### config.mk
export PLATFORM = sky130hd
export DESIGN_NAME = sr_ff_bank
export DESIGN_NICKNAME = d
export VERILOG_FILES = /design/src/rtl/sr_ff_bank.sv
export SDC_FILE = /design/constraint.sdc
export NUM_CORES = 1
export LEC_CHECK = 0
export BUFFER_PORTS_ARGS = -buffer_cell sky130_fd_sc_hd__buf_2
export CAP_MARGIN = 20
export CORE_MARGIN = 1
export CORE_UTILIZATION = 50
export CTS_CLUSTER_DIAMETER = 60
export DETAILED_ROUTE_END_ITERATION = 10
export PLACE_DENSITY_LB_ADDON = 0.25
export RECOVER_POWER = 25
export SLEW_MARGIN = 15
export SYNTH_ARGS = -nofsm -noshare
export SYNTH_HDL_FRONTEND = slang
export SYNTH_SLANG_ARGS = --single-unit
### constraint.sdc
create_clock -name clk -period 1.27 [get_ports clk]
set_input_delay 0.127 -clock clk [delete_from_list [all_inputs] [get_ports clk]]
set_output_delay 0.127 -clock clk [all_outputs]
set_load 0.05 [all_outputs]
### src/rtl/sr_ff_bank.sv
// Clocked bank of WIDTH set/reset flip-flops with a configurable S=R=1 policy, sticky conflict flags and change pulses.
// Optional saturating conflict counter enabled by defining SR_FF_BANK_CONFLICT_CNT_EN.
module sr_ff_bank #(
    parameter int               WIDTH   = 8,
    parameter int               MODE    = 0,
    parameter logic [WIDTH-1:0] RST_VAL = {WIDTH{1'b0}},
    parameter int               CNT_W   = 8
) (
    input  logic             clk,
    input  logic             rst,
    input  logic             en,
    input  logic [WIDTH-1:0] s,
    input  logic [WIDTH-1:0] r,
    input  logic             clr_conflict,
    output logic [WIDTH-1:0] q,
    output logic [WIDTH-1:0] qn,
    output logic [WIDTH-1:0] chg,
    output logic [WIDTH-1:0] conflict
`ifdef SR_FF_BANK_CONFLICT_CNT_EN
    ,
    output logic [CNT_W-1:0] conflict_cnt
`endif
);

    typedef enum logic [1:0] {
        POL_HOLD   = 2'd0,
        POL_SET    = 2'd1,
        POL_RESET  = 2'd2,
        POL_TOGGLE = 2'd3
    } policy_t;

    // Out-of-range MODE values fall back to hold.
    localparam policy_t POLICY = ((MODE >= 0) && (MODE <= 3)) ? policy_t'(MODE) : POL_HOLD;

    function automatic logic resolve_bit(input logic set_b, input logic clr_b, input logic cur_b);
        logic nxt;
        case ({set_b, clr_b})
            2'b00:   nxt = cur_b;
            2'b01:   nxt = 1'b0;
            2'b10:   nxt = 1'b1;
            2'b11: begin
                case (POLICY)
                    POL_HOLD:   nxt = cur_b;
                    POL_SET:    nxt = 1'b1;
                    POL_RESET:  nxt = 1'b0;
                    POL_TOGGLE: nxt = ~cur_b;
                    default:    nxt = cur_b;
                endcase
            end
            default: nxt = cur_b;
        endcase
        return nxt;
    endfunction

    logic [WIDTH-1:0] q_r;
    logic [WIDTH-1:0] qn_r;
    logic [WIDTH-1:0] chg_r;
    logic [WIDTH-1:0] conflict_r;
    logic [WIDTH-1:0] q_next_s;
    logic [WIDTH-1:0] conflict_new_s;
    logic             any_conflict_s;

    // Next-state resolution; a disabled cycle reproduces q so chg falls out as zero.
    always_comb begin
        q_next_s       = q_r;
        conflict_new_s = {WIDTH{1'b0}};
        if (en) begin
            for (int i = 0; i < WIDTH; i++) begin
                q_next_s[i] = resolve_bit(s[i], r[i], q_r[i]);
            end
            conflict_new_s = s & r;
        end else begin
            q_next_s       = q_r;
            conflict_new_s = {WIDTH{1'b0}};
        end
        any_conflict_s = |conflict_new_s;
    end

    // State, complement, change pulses and sticky conflict flags.
    always_ff @(posedge clk) begin
        if (rst) begin
            q_r        <= RST_VAL;
            qn_r       <= ~RST_VAL;
            chg_r      <= {WIDTH{1'b0}};
            conflict_r <= {WIDTH{1'b0}};
        end else begin
            q_r   <= q_next_s;
            qn_r  <= ~q_next_s;
            chg_r <= q_next_s ^ q_r;
            // A conflict arriving with the clear survives it.
            if (clr_conflict) begin
                conflict_r <= conflict_new_s;
            end else begin
                conflict_r <= conflict_r | conflict_new_s;
            end
        end
    end

    assign q        = q_r;
    assign qn       = qn_r;
    assign chg      = chg_r;
    assign conflict = conflict_r;

`ifdef SR_FF_BANK_CONFLICT_CNT_EN
    localparam logic [CNT_W-1:0] CNT_MAX = {CNT_W{1'b1}};
    localparam logic [CNT_W-1:0] CNT_ONE = CNT_W'(1'b1);

    logic [CNT_W-1:0] cnt_r;

    // Saturating count of enabled cycles carrying any conflict; clear plus conflict loads one.
    always_ff @(posedge clk) begin
        if (rst) begin
            cnt_r <= {CNT_W{1'b0}};
        end else if (clr_conflict) begin
            cnt_r <= any_conflict_s ? CNT_ONE : {CNT_W{1'b0}};
        end else if (any_conflict_s && (cnt_r != CNT_MAX)) begin
            cnt_r <= cnt_r + CNT_ONE;
        end else begin
            cnt_r <= cnt_r;
        end
    end

    assign conflict_cnt = cnt_r;
`endif

endmodule
==> results of run 1 <==
-- per-stage QoR --
stage / hold WS, ns / std cells
finish: 0.0487 / 269
global route: 0.0162 / 269
CTS: 0.0359 / 269
detailed placement: 0.410 / 261
global placement: 0.408 / 261
floorplan: 0.336 / 169
-- cell type report --
type	instances	area (µm²)
clock buffer	6	51.3
clock inverter	2	10.0
fill	292	1120
inverter	26	97.6
multi-input combinational	106	810
sequential	32	641
tap	44	55.1
timing repair buffer	53	270
-- cell usage after synthesis (all sizes together) --
master,number
dfxtp,32
inv,26
ha,24
nor2,16
o21ai,16
nor2b,9
a21oi,8
a22oi,8
a32o,8
a32oi,8
nand2b,8
buf,5
nand2,1
-- worst reg2reg max path, delay by kind of cell, from the launching register on --
family / cells / cell delay (ns)
AO/OA/AOI/OAI: 1 / 0.16
flip-flops: 1 / 0.35
AND/OR/NAND/NOR: 1 / 0.16
-- logic make-up after synthesis --
| group | after synthesis |
|---|---|
| AOI/OAI and AO/OA | 48 |
| adders and majority gates | 24 |
| and+or+nand+nor | 34 |
| DFF | 32 |
| buffers and inverters | 31 |
-- per-layer routing --
layer	up-vias	routed length, µm	part of all wire	GRT usage
li1	690	-	-	-
met2	37	1730	0.53	0.394
met3	4	139	0.042	0.0725
met4	0	30	0.0092	0.0714
met5	-	0	0	0
met1	660	1380	0.42	0.215
-- power by group --
group | switching (mW) | internal [mW] | leakage, nW | total (mW)
sequential | 0.0213 | 1.04 | 0.261 | 1.06
combinational | 0.300 | 0.135 | 0.682 | 0.435
clock | 0.348 | 0.263 | 0.0380 | 0.611
-- cells in the final DEF (no fill, tap or decap) --
cell,n
buf_4,2
nand2b_1,8
clkbuf_4,5
nor2b_1,8
o21ai_2,1
a22oi_1,8
nor2b_2,1
ha_1,24
nor2_1,16
inv_1,25
clkbuf_8,1
a32oi_1,8
dfxtp_1,32
buf_2,50
o21ai_0,15
inv_2,1
clkbuf_2,1
a32o_1,8
nand2_2,1
a21oi_1,8
clkinv_2,2
-- worst max-delay path by stage --
| stage | from | to | slack, ns | cells after the start |
|---|---|---|---|---|
| 3_5_place_dp | s[3] | register | 0.09 | 6 |
| 2_1_floorplan | register | chg[0]$_SDFF_PP0_ | 0.25 | 2 |
| 5_1_grt | register | q[0] | 0.03 | 1 |
| 6_report | register | q[4] | 0.12 | 1 |
| 4_1_cts | register | q[4] | 0.1 | 1 |
| 3_3_place_gp | s[5] | register | 0.16 | 6 |
==> impl_metrics.toml, run 1 <==
[power]
p_leak_nw = 0.981
power_density_mw_per_mm2 = 1090
peakVddDrop_v = 0.000682
p_total_mw = 2.11

[yosys]
synth_top_family_by_area = "compound AO/OA/AOI/OAI gates"
synth_xor_xnor_area_share = 0
synth_top_area_frac = 0.398
syn_nets = 213
synth_cells = 169
yosys.area_share.simple = 0.112
synth_seq_area_share = 0.398
yosys_warnings = 0
synthAdderAreaFrac = 0.187
synth.avg_cell_area_um2 = 9.51
yosysTopAreaCell = "dfxtp_1"
synth_compound_area_frac = 0.208
yosys.cell_types.count = 19
synth.area.mux_share = 0
synth_seq_cells = 32
synth_area_leaders = "dfxtp_1 (40%), ha_1 (19%), inv_1 (5.8%), a32o_1 (5.0%), o21ai_0 (4.7%)"
syn_area_mm2 = 0.00161

[global_routing]
grtUsageTotal = 0.210
grt_antenna_before_repair = 0
grt_pass1_wl_um = 5350
grt_max_degree = 18
overflow = 0
grt_pass1_vias = 1325

[setup_path]
critPathMaxFanout = 5
crit_required_ns = 1.14
r2r-end = "chg[3]$_SDFF_PP0_"
crit_path_start_kind = "register"
ff2ff_setup_slack_ns = 0.53
cp_top_family = "flip-flops"
worstSetupPathType = "register to output pin"
worst_ep_arrival_time_ns = 1.03
worstPathBufferInverterCount = 1
rr_worst_depth = 2
worstPathCellList = "buf_2"
max_stage_delay_ns = 0.41
crit_slowest_cell = "dfxtp_1"
end_kind = "output pin"

[detailed_routing]
finalWirelength_um = 3280
postRouteAntennaNets = 0
firstDrtPassIters = 4
drc = 0
drt_iter0_drc = 51
wl_per_cell_um = 12.2
viasPerCell = 5.17
vias = 1391

[layout]
final_area_mm2 = 0.00193
layout.nets = 268
drive_above_1_share = 0.289
fin_util = 0.634
syn_to_final_growth_pct = 20.3
antennaDiodeCount = 0

[sta]
finalMaxSlewViolations = 0
timing.setup.tns_ns = 0
rsz0062_at_grt = "false"
worst_pin_slew_ns = 0.606
finalCritPeriodShare = 0.909
worst_slack_ns = 0.115
hold_viol_final = 0
period_needed_ns = 1.15
skew_ns = 0.00538
setup_viol = 0
fmax_mhz = 866
max_slew_margin = 0.594

[cts]
post_cts_buffers = 0
root_buffer = "clkbuf_4"
cts_max_path_buffers = 2
postCtsHoldBufs = 0
clk_pin_slew_ns = 0.10
clkSinkCount = 32
worstSkewPairLatency_ns = 0.34
cts_tree = "built"
h-tree-depth = 2
cts_resized = 0
cts_buffers = 5

[place]
placed_area_mm2 = 0.00188
port_buffers = 51
dpl.hpwl_um = 2480
pre_cts_ws_ns = 0.0917
place_congestion = 0.797

[flow_run]
drv_cap = 0

[floorplan]
start_util = 0.527
rows = 20
dieHeight_um = 58.7
die_w_um = 58.7
placeableCoreArea_mm2 = 0.00305
io_pins = 52
die_area_mm2 = 0.00345

[worst_hold_path]
min_to = "conflict[4]$_SDFF_PP0_"
hold_depth = 2
min-delay-start = "rst"
min_path_type = "input pin to register"

[outcome]
status = "finished, final reports clean"
Note: power is estimated with default switching activity, not from simulation.
==> run 2: changes to the inputs <==
- ABC_CLOCK_PERIOD_IN_PS: unset -> 1270
- CORE_UTILIZATION: 50 -> 52
- CTS_BUF_LIST: unset -> sky130_fd_sc_hd__clkbuf_4
- REMOVE_ABC_BUFFERS: unset -> 1
==> run 2 against run 1 <==
Against the previous run: the flow now finishes with violations (design-rule violations); maximum frequency up 1.4%; worst setup slack improved by 0.016 ns; critical path type unchanged; largest power group unchanged; cell count decreased by 5.6%; core utilization is 3.2 points higher; routed wire length increased by 0.79%; hold slack better by 0.061 ns; clock-buffer cell count unchanged; clock skew shrank 0.0047 ns; critical endpoint is now q[5]; via count rose by 0.22%.
==> impl_metrics.toml, run 2 (same netlist as run 1, synthesis figures left out) <==
[floorplan]
die_area_mm2 = 0.00332
dieHeight_um = 57.6
rows = 19
start_util = 0.564
die_w_um = 57.6
placeableCoreArea_mm2 = 0.00285
io_pins = 52

[detailed_routing]
finalWirelength_um = 3300
wl_per_cell_um = 13.0
firstDrtPassIters = 7
met1_length_um = 1370
postRouteAntennaNets = 0
route.met3.wl_um = 176
topRoutingLayerUsed = "met4"
drt_iter0_drc = 41
drc = 4
vias = 1394
viasPerCell = 5.49
wl_met2_um = 1720

[layout]
final_common_cell = "buf_2"
layout.nets = 267
antennaDiodeCount = 0
final_cells = 254
syn_to_final_growth_pct = 18.1
layout_common_cells = "buf_2 (51), dfxtp_1 (32), inv_1 (25), ha_1 (24), nor2_1 (16)"
drive_above_1_share = 0.283

[power]
peakVddDrop_v = 0.000841
p_leak_nw = 0.970
power_density_mw_per_mm2 = 1070

[sta]
period_needed_ns = 1.14
skew_ns = 0.000689
timing.setup.tns_ns = 0
setup_viol = 0
fin_hold_ws_ns = 0.109
rsz0062_at_grt = "false"
finalMaxSlewViolations = 0
max_slew_margin = 0.545
hold_viol_final = 0
finalCritPeriodShare = 0.897
fmax_mhz = 878
worst_pin_slew_ns = 0.679

[cts]
cts_tree = "built"
root_buffer = "clkbuf_4"
cts_max_path_buffers = 2
clk_pin_slew_ns = 0.10
clkSinkCount = 32
h-tree-depth = 2
postCtsHoldBufs = 0
post_cts_buffers = 0
worstSkewPairLatency_ns = 0.32
cts_resized = 0
cts_buffers = 5

[place]
dp_cells = 247
place_congestion = 0.772
dpl.hpwl_um = 2470
port_buffers = 51

[setup_path]
critPathMaxFanout = 5
worstPathCellList = "buf_2"
crit_required_ns = 1.14
cp_top_family = "flip-flops"
end_kind = "output pin"
worstPathBufferInverterCount = 1
worst_ep_arrival_time_ns = 1.01
worstSetupPathType = "register to output pin"
crit_path_start_kind = "register"
max_stage_delay_ns = 0.40
crit_slowest_cell = "dfxtp_1"

[global_routing]
grt_pass1_wl_um = 5590
grt_antenna_before_repair = 0
grtUsageTotal = 0.223
grt_max_degree = 18
grt_pass1_vias = 1329
overflow = 0

[outcome]
status = "finished with violations"
violations = "design-rule violations"

[worst_hold_path]
min_path_type = "input pin to register"
min-delay-start = "rst"

[flow_run]
drv_cap = 0
-- run 2: changes by cell type in the layout (fill, tap and decap cells not counted), sizes merged --
cell / previous run / this run
clkinv: 2 / 1
clkbuf: 7 / 6
-- run 2: worst paths after layout --
| check | end | slack (ns) | cells after the start |
|---|---|---|---|
| setup / recovery | q[5] | 0.13 | 1 |
| hold / removal | conflict[7]$_SDFF_PP0_ | 0.11 | 2 |
| setup reg to reg | chg[7]$_SDFF_PP0_ | 0.55 | 2 |
| hold reg to reg | conflict[6]$_SDFF_PP0_ | 0.52 | 2 |
-- run 2: per-layer routing --
| metal | track usage | vias up |
|---|---|---|
| li1 | - | 688 |
| met3 | 0.0703 | 4 |
| met4 | 0.0767 | 0 |
| met1 | 0.246 | 658 |
| met5 | 0 | - |
| met2 | 0.402 | 44 |
-- run 2: power by group --
group / internal, mW / total [mW] / switching, mW
Sequential: 1.04 / 1.06 / 0.0211
Combinational: 0.133 / 0.433 / 0.301
Clock: 0.225 / 0.544 / 0.319
-- run 2: through the flow --
stage	utilization	setup WS (ns)	power, mW	instance area [µm²]
after floorplan	-	0.250	1.38	1550
after global placement	0.650	0.171	1.50	1850
after detailed placement	0.650	0.0707	1.52	1850
after CTS	0.668	0.127	2.05	1900
after global routing	0.666	0.0768	2.14	1900
final	0.666	0.131	2.04	1900
-- run 2: area by class of cell --
| class | count | area (µm²) |
|---|---|---|
| fill | 255 | 953 |
| clock buffer | 6 | 45.0 |
| multi-input combinational | 106 | 810 |
| inverter | 26 | 97.6 |
| tap | 31 | 38.8 |
| timing repair buffer | 52 | 263 |
| clock inverter | 1 | 5.00 |
| sequential | 32 | 641 |
